## src/rtl/fifo_pkg.sv

```systemverilog
`default_nettype none
// ============================================================================
// Module      : fifo_pkg
// Description : Shared types and defaults for the FIFO drain block: the
//               drain FSM state encoding and the default data width.
// Revision    : 1.0 - initial release
// ============================================================================
package fifo_pkg;

  localparam int DATA_WIDTH_DEFAULT = 12;

  typedef enum logic [1:0] {
    IDLE  = 2'd0,
    DRAIN = 2'd1,
    HOLD  = 2'd2
  } state_t;

endpackage
`default_nettype wire

```

## src/rtl/fifo_drain_skid.sv

```systemverilog
`default_nettype none
// ============================================================================
// Module      : fifo_drain_skid
// Description : Two-entry in-order skid buffer. Entry 0 is always the head,
//               so dout is a plain register output. Capture and pop in the
//               same cycle keep occupancy unchanged and preserve order.
// Revision    : 1.0 - initial release
// ============================================================================
module fifo_drain_skid
  import fifo_pkg::*;
#(
  parameter int DATA_WIDTH = DATA_WIDTH_DEFAULT
) (
  input  logic                  clk,
  input  logic                  Reset,
  input  logic                  push,
  input  logic                  pop,
  input  logic [DATA_WIDTH-1:0] din,
  output logic [DATA_WIDTH-1:0] dout,
  output logic [1:0]            occupancy
);

  logic [DATA_WIDTH-1:0] r_mem0;
  logic [DATA_WIDTH-1:0] r_mem1;
  logic [1:0]            r_occ;

  // Shift-style storage: pops move entry 1 into the head slot; pushes fill
  // the first free slot. The caller never pops empty or pushes when full.
  always_ff @(posedge clk or negedge Reset) begin
    if (!Reset) begin
      r_mem0 <= '0;
      r_mem1 <= '0;
      r_occ  <= 2'd0;
    end else begin
      case ({push, pop})
        2'b10: begin
          if (r_occ == 2'd0) r_mem0 <= din;
          else               r_mem1 <= din;
          r_occ <= r_occ + 2'd1;
        end
        2'b01: begin
          r_mem0 <= r_mem1;
          r_occ  <= r_occ - 2'd1;
        end
        2'b11: begin
          if (r_occ == 2'd1) begin
            r_mem0 <= din;
          end else begin
            r_mem0 <= r_mem1;
            r_mem1 <= din;
          end
        end
        default: ;
      endcase
    end
  end

  assign dout      = r_mem0;
  assign occupancy = r_occ;

endmodule
`default_nettype wire

```

## src/rtl/fifo_drain.sv

```systemverilog
`default_nettype none
// ============================================================================
// Module      : fifo_drain
// Description : Drains an upstream FIFO with a one-cycle read latency into a
//               two-entry skid buffer feeding a ready/valid consumer. Reads
//               are throttled so the buffer never overflows and, near the
//               FIFO's low threshold, never over-read.
//               Optional feature macro FIFO_DRAIN_CNT_EN adds a 16-bit
//               wrapping word_count output counting delivered words.
// Revision    : 1.0 - initial release
// ============================================================================
module fifo_drain
  import fifo_pkg::*;
#(
  parameter int DATA_WIDTH = DATA_WIDTH_DEFAULT
) (
  input  logic                  clk,
  input  logic                  Reset,
  input  logic                  Enable,
  input  logic [DATA_WIDTH-1:0] FIFO_data_out,
  input  logic                  FIFO_empty,
  input  logic                  FIFO_almost_empty,
  input  logic                  ready_in,
  output logic                  read_enable,
  output logic [DATA_WIDTH-1:0] data_out,
  output logic                  valid_out,
  output logic                  busy
`ifdef FIFO_DRAIN_CNT_EN
  ,
  output logic [15:0]           word_count
`endif
);

  state_t     r_state;
  state_t     w_next;
  logic       r_pend;
  logic [1:0] w_occ;
  logic       w_pop;
  logic [2:0] w_level;
  logic [2:0] w_fill;
  logic       w_done;

  fifo_drain_skid #(
    .DATA_WIDTH(DATA_WIDTH)
  ) u_skid (
    .clk      (clk),
    .Reset    (Reset),
    .push     (r_pend),
    .pop      (w_pop),
    .din      (FIFO_data_out),
    .dout     (data_out),
    .occupancy(w_occ)
  );

  assign valid_out = (w_occ != 2'd0);
  assign w_pop     = valid_out & ready_in;
  assign busy      = (r_state != IDLE);

  // Words held or in flight, before and after this cycle's pop.
  assign w_fill  = {1'b0, w_occ} + {2'b00, r_pend};
  assign w_level = w_fill - {2'b00, w_pop};
  assign w_done  = (!Enable || FIFO_empty) && !r_pend && (w_occ == 2'd0);

  // Gating on a non-IDLE state delays the first read to the second edge
  // after reset release; the pend term spaces reads near the low threshold.
  assign read_enable = busy && Enable && !FIFO_empty && (w_level < 3'd2) &&
                       (!FIFO_almost_empty || !r_pend);

  // State and read-in-flight registers.
  always_ff @(posedge clk or negedge Reset) begin
    if (!Reset) begin
      r_state <= IDLE;
      r_pend  <= 1'b0;
    end else begin
      r_state <= w_next;
      r_pend  <= read_enable;
    end
  end

  // Next-state logic.
  always_comb begin
    w_next = r_state;
    case (r_state)
      IDLE: begin
        if (Enable && !FIFO_empty) w_next = DRAIN;
      end
      DRAIN: begin
        if (w_done)                                w_next = IDLE;
        else if ((w_fill == 3'd2) && !ready_in)    w_next = HOLD;
      end
      HOLD: begin
        if (w_done)        w_next = IDLE;
        else if (ready_in) w_next = DRAIN;
      end
      default: w_next = IDLE;
    endcase
  end

`ifdef FIFO_DRAIN_CNT_EN
  logic [15:0] r_word_count;

  // Count delivered words; wraps naturally at 16 bits.
  always_ff @(posedge clk or negedge Reset) begin
    if (!Reset)     r_word_count <= 16'd0;
    else if (w_pop) r_word_count <= r_word_count + 16'd1;
  end

  assign word_count = r_word_count;
`endif

endmodule
`default_nettype wire

```

## config.mk

```make
export PLATFORM = sky130hd
export DESIGN_NAME = fifo_drain
export DESIGN_NICKNAME = d
export VERILOG_FILES = /design/src/rtl/fifo_pkg.sv /design/src/rtl/fifo_drain_skid.sv /design/src/rtl/fifo_drain.sv
export SDC_FILE = /design/constraint.sdc
export NUM_CORES = 1
export LEC_CHECK = 0
export ABC_AREA = 1
export BUFFER_PORTS_ARGS = -buffer_cell sky130_fd_sc_hd__buf_2
export CAP_MARGIN = 10
export CELL_PAD_IN_SITES_DETAIL_PLACEMENT = 1
export CELL_PAD_IN_SITES_GLOBAL_PLACEMENT = 1
export CORE_ASPECT_RATIO = 2
export CORE_MARGIN = 3
export CORE_UTILIZATION = 35
export DETAILED_ROUTE_END_ITERATION = 12
export HOLD_SLACK_MARGIN = 0.06
export PLACE_DENSITY = 0.7
export SYNTH_ARGS = -nofsm -noshare
export SYNTH_HDL_FRONTEND = slang
export SYNTH_SLANG_ARGS = --single-unit
export TNS_END_PERCENT = 10
```

## constraint.sdc

```tcl
create_clock -name clk -period 3.3 [get_ports clk]
set_input_delay 0.66 -clock clk [delete_from_list [all_inputs] [get_ports clk]]
set_output_delay 0.66 -clock clk [all_outputs]
set_load 0.1 [all_outputs]
```

==> flow_summary.ini <==
[global_routing]
grt_pass1_vias = 1436
grt_max_degree = 30
gr-total-overflow = 0
grt_pass1_wl_um = 6270
grt_usage_pct = 16.6
grt_antenna_before_repair = 0

[timing]
setup-violations-final = 0
maxSlewHeadroom_pct = 38.2
rsz0062_at_grt = no
tns_ns = 0
worstMarginPinSlew_ns = 0.927
finalCritPeriodShare_pct = 90.3
period_minus_slack_ns = 2.98
clock_skew_ns = 0.00495
slew_viol_final = 0
max_freq_ghz = 0.335
fin_ws_ns = 0.319
hold_viol = 0

[synthesis]
synth_nets = 212
syn_inst = 186
synth_cell_types = 18
ys_seq_area_share_pct = 49.1
syn_area_per_cell_um2 = 7.94
yosys_register_bits = 29
yosysWarnings = 0
synthesis.area_um2 = 1480

[run]
drv_cap = 0

[cells_and_area]
drive_gt1_share_pct = 20.4
synthToLayoutAreaGrowth_pct = 18.9
final_cells = 272
fin_nets = 246
diodes = 0
fin_util_pct = 44.3

[min_path]
hold_class = primary input to async pin

[setup_path]
r2r_cells = 9
critPathArrivalTime_ns = 2.32
r2r_end = u_skid.r_mem1[8]$_DFFE_PN0P_
critPathKind = register to output pin
critPathMaxFanout = 6
critPathLaunch = r_pend$_DFF_PN0_
path_common_cell = ha_1
critPathRequiredTime_ns = 2.64
crit_chain = ha_1, ha_1, inv_1, ha_1, xor2_1, nor3b_2, buf_2
slowest_delay_ns = 0.45
cp-end-kind = output pin
worst_path_max_delay_cell = buf_2
r2r_slack_ns = 1.18
reg2reg_from = u_skid.occupancy[0]$_DFFE_PN0P_
cp-start-kind = register

[placed_design]
port_buffers = 32
place.gp.congestion = 0.754
place_ws_ns = 0.517
dp_hpwl_um = 2810
dp.cells = 264

[die]
placementRows = 32
ios = 33
dieArea_um2 = 5080
die_w_um = 51.9
die_h_um = 97.9
start_util_pct = 37.3
core-area_um2 = 3960

[cts]
cts_buffer_depth = 2
ctsRootBufferMaster = clkbuf_8
cts_resized = 0
insertion_delay_ns = 0.28
h-tree-depth = 2
cts_setup_buffers = 0
cts_tree = built
cts_sinks = 29
numCtsBuffers = 5
hold_buffers = 0
clk_pin_slew_ns = 0.06

[drt]
dr.first_iter.drc_count = 18
wl_um = 3690
wire_per_inst_um = 13.6
num_vias = 1279
firstDrtPassIters = 3
ant_nets = 0
vias_per_cell = 4.70
drc = 0

[outcome]
outcome = finished clean
-- area by class of cell --
cell class | count | area [um^2]
Fill cell | 512 | 2210
Sequential cell | 29 | 726
Multi-Input combinational cell | 125 | 619
Timing Repair Buffer | 33 | 168
Inverter | 26 | 97.6
Clock buffer | 6 | 72.6
Tap cell | 51 | 63.8
Clock inverter | 2 | 10.0
-- flip-flops by register name (all words and copies together), names as in the netlist --
signal and flops:
u_skid.dout 12, u_skid.r_mem1 12, r_state 2, u_skid.occupancy 2
r_pend 1
-- metal layers --
layer / up-vias / wire length (um) / GRT usage [%]
li1: 637 / - / -
met1: 608 / 1320 / 15.5
met2: 26 / 2170 / 31.9
met3: 8 / 114 / 3.21
met4: 0 / 80 / 7.88
met5: - / 0 / 0
-- kinds of logic after synthesis --
family	Yosys count	share of synthesized area, %
fa+ha+maj	8	6.77
buf+inv	32	9.31
flops	29	49.1
compound gates	33	11.9
simple gates	81	21.2
xor+xnor	3	1.78
-- per-stage QoR --
step,hold slack [ns],cell area [um^2]
floorplan,0.364,1480
global placement,0.456,1670
detailed placement,0.464,1670
CTS,0.424,1760
global route,0.453,1760
finish,0.407,1760
-- cells in the mapped netlist --
cell type	n	area, um^2
inv_1	24	90.1
dfrtp_1	29	726
nand3_1	4	20.0
xor2_1	1	8.76
buf_2	2	10.0
ha_1	8	100
nand2_1	70	263
xnor2_1	2	17.5
a21oi_2	1	8.76
a21oi_1	2	10.0
inv_2	2	7.51
o21ai_0	8	40.0
nor3b_1	1	7.51
buf_4	4	30.0
o21ai_2	1	8.76
o21ai_1	20	100
nor2_1	6	22.5
o21bai_1	1	7.51
-- worst max-delay path, delay by kind of cell, from the launching register on --
| kind | cells | cell delay (ns) |
|---|---|---|
| simple gates | 1 | 0.18 |
| fa+ha+maj | 3 | 0.74 |
| flops | 1 | 0.44 |
| buf+inv | 2 | 0.50 |
| xor+xnor | 1 | 0.17 |
-- cells in the final DEF, fill, tap and decap left out, types with 2 or more instances in the layout --
cell and count:
inv_2 2, a21oi_1 2, buf_2 32, inv_1 24, clkinv_2 2, clkbuf_8 5
nand3_1 4, xnor2_1 2, ha_1 8, o21ai_1 20, o21ai_0 8, nor2_1 6
dfrtp_1 29, nand2_1 70
-- worst max path at each step --
stage / end / cells past startpoint / slack (ns)
6_report: read_enable / 7 / 0.32
5_1_grt: read_enable / 9 / 0.12
4_1_cts: read_enable / 7 / 0.29
3_5_place_dp: read_enable / 9 / 0.52
3_3_place_gp: read_enable / 9 / 0.59
2_1_floorplan: read_enable / 6 / 0.09
Power is not shown: default switching activity piles up to over one toggle a cycle in this logic, so the estimate is an artifact.
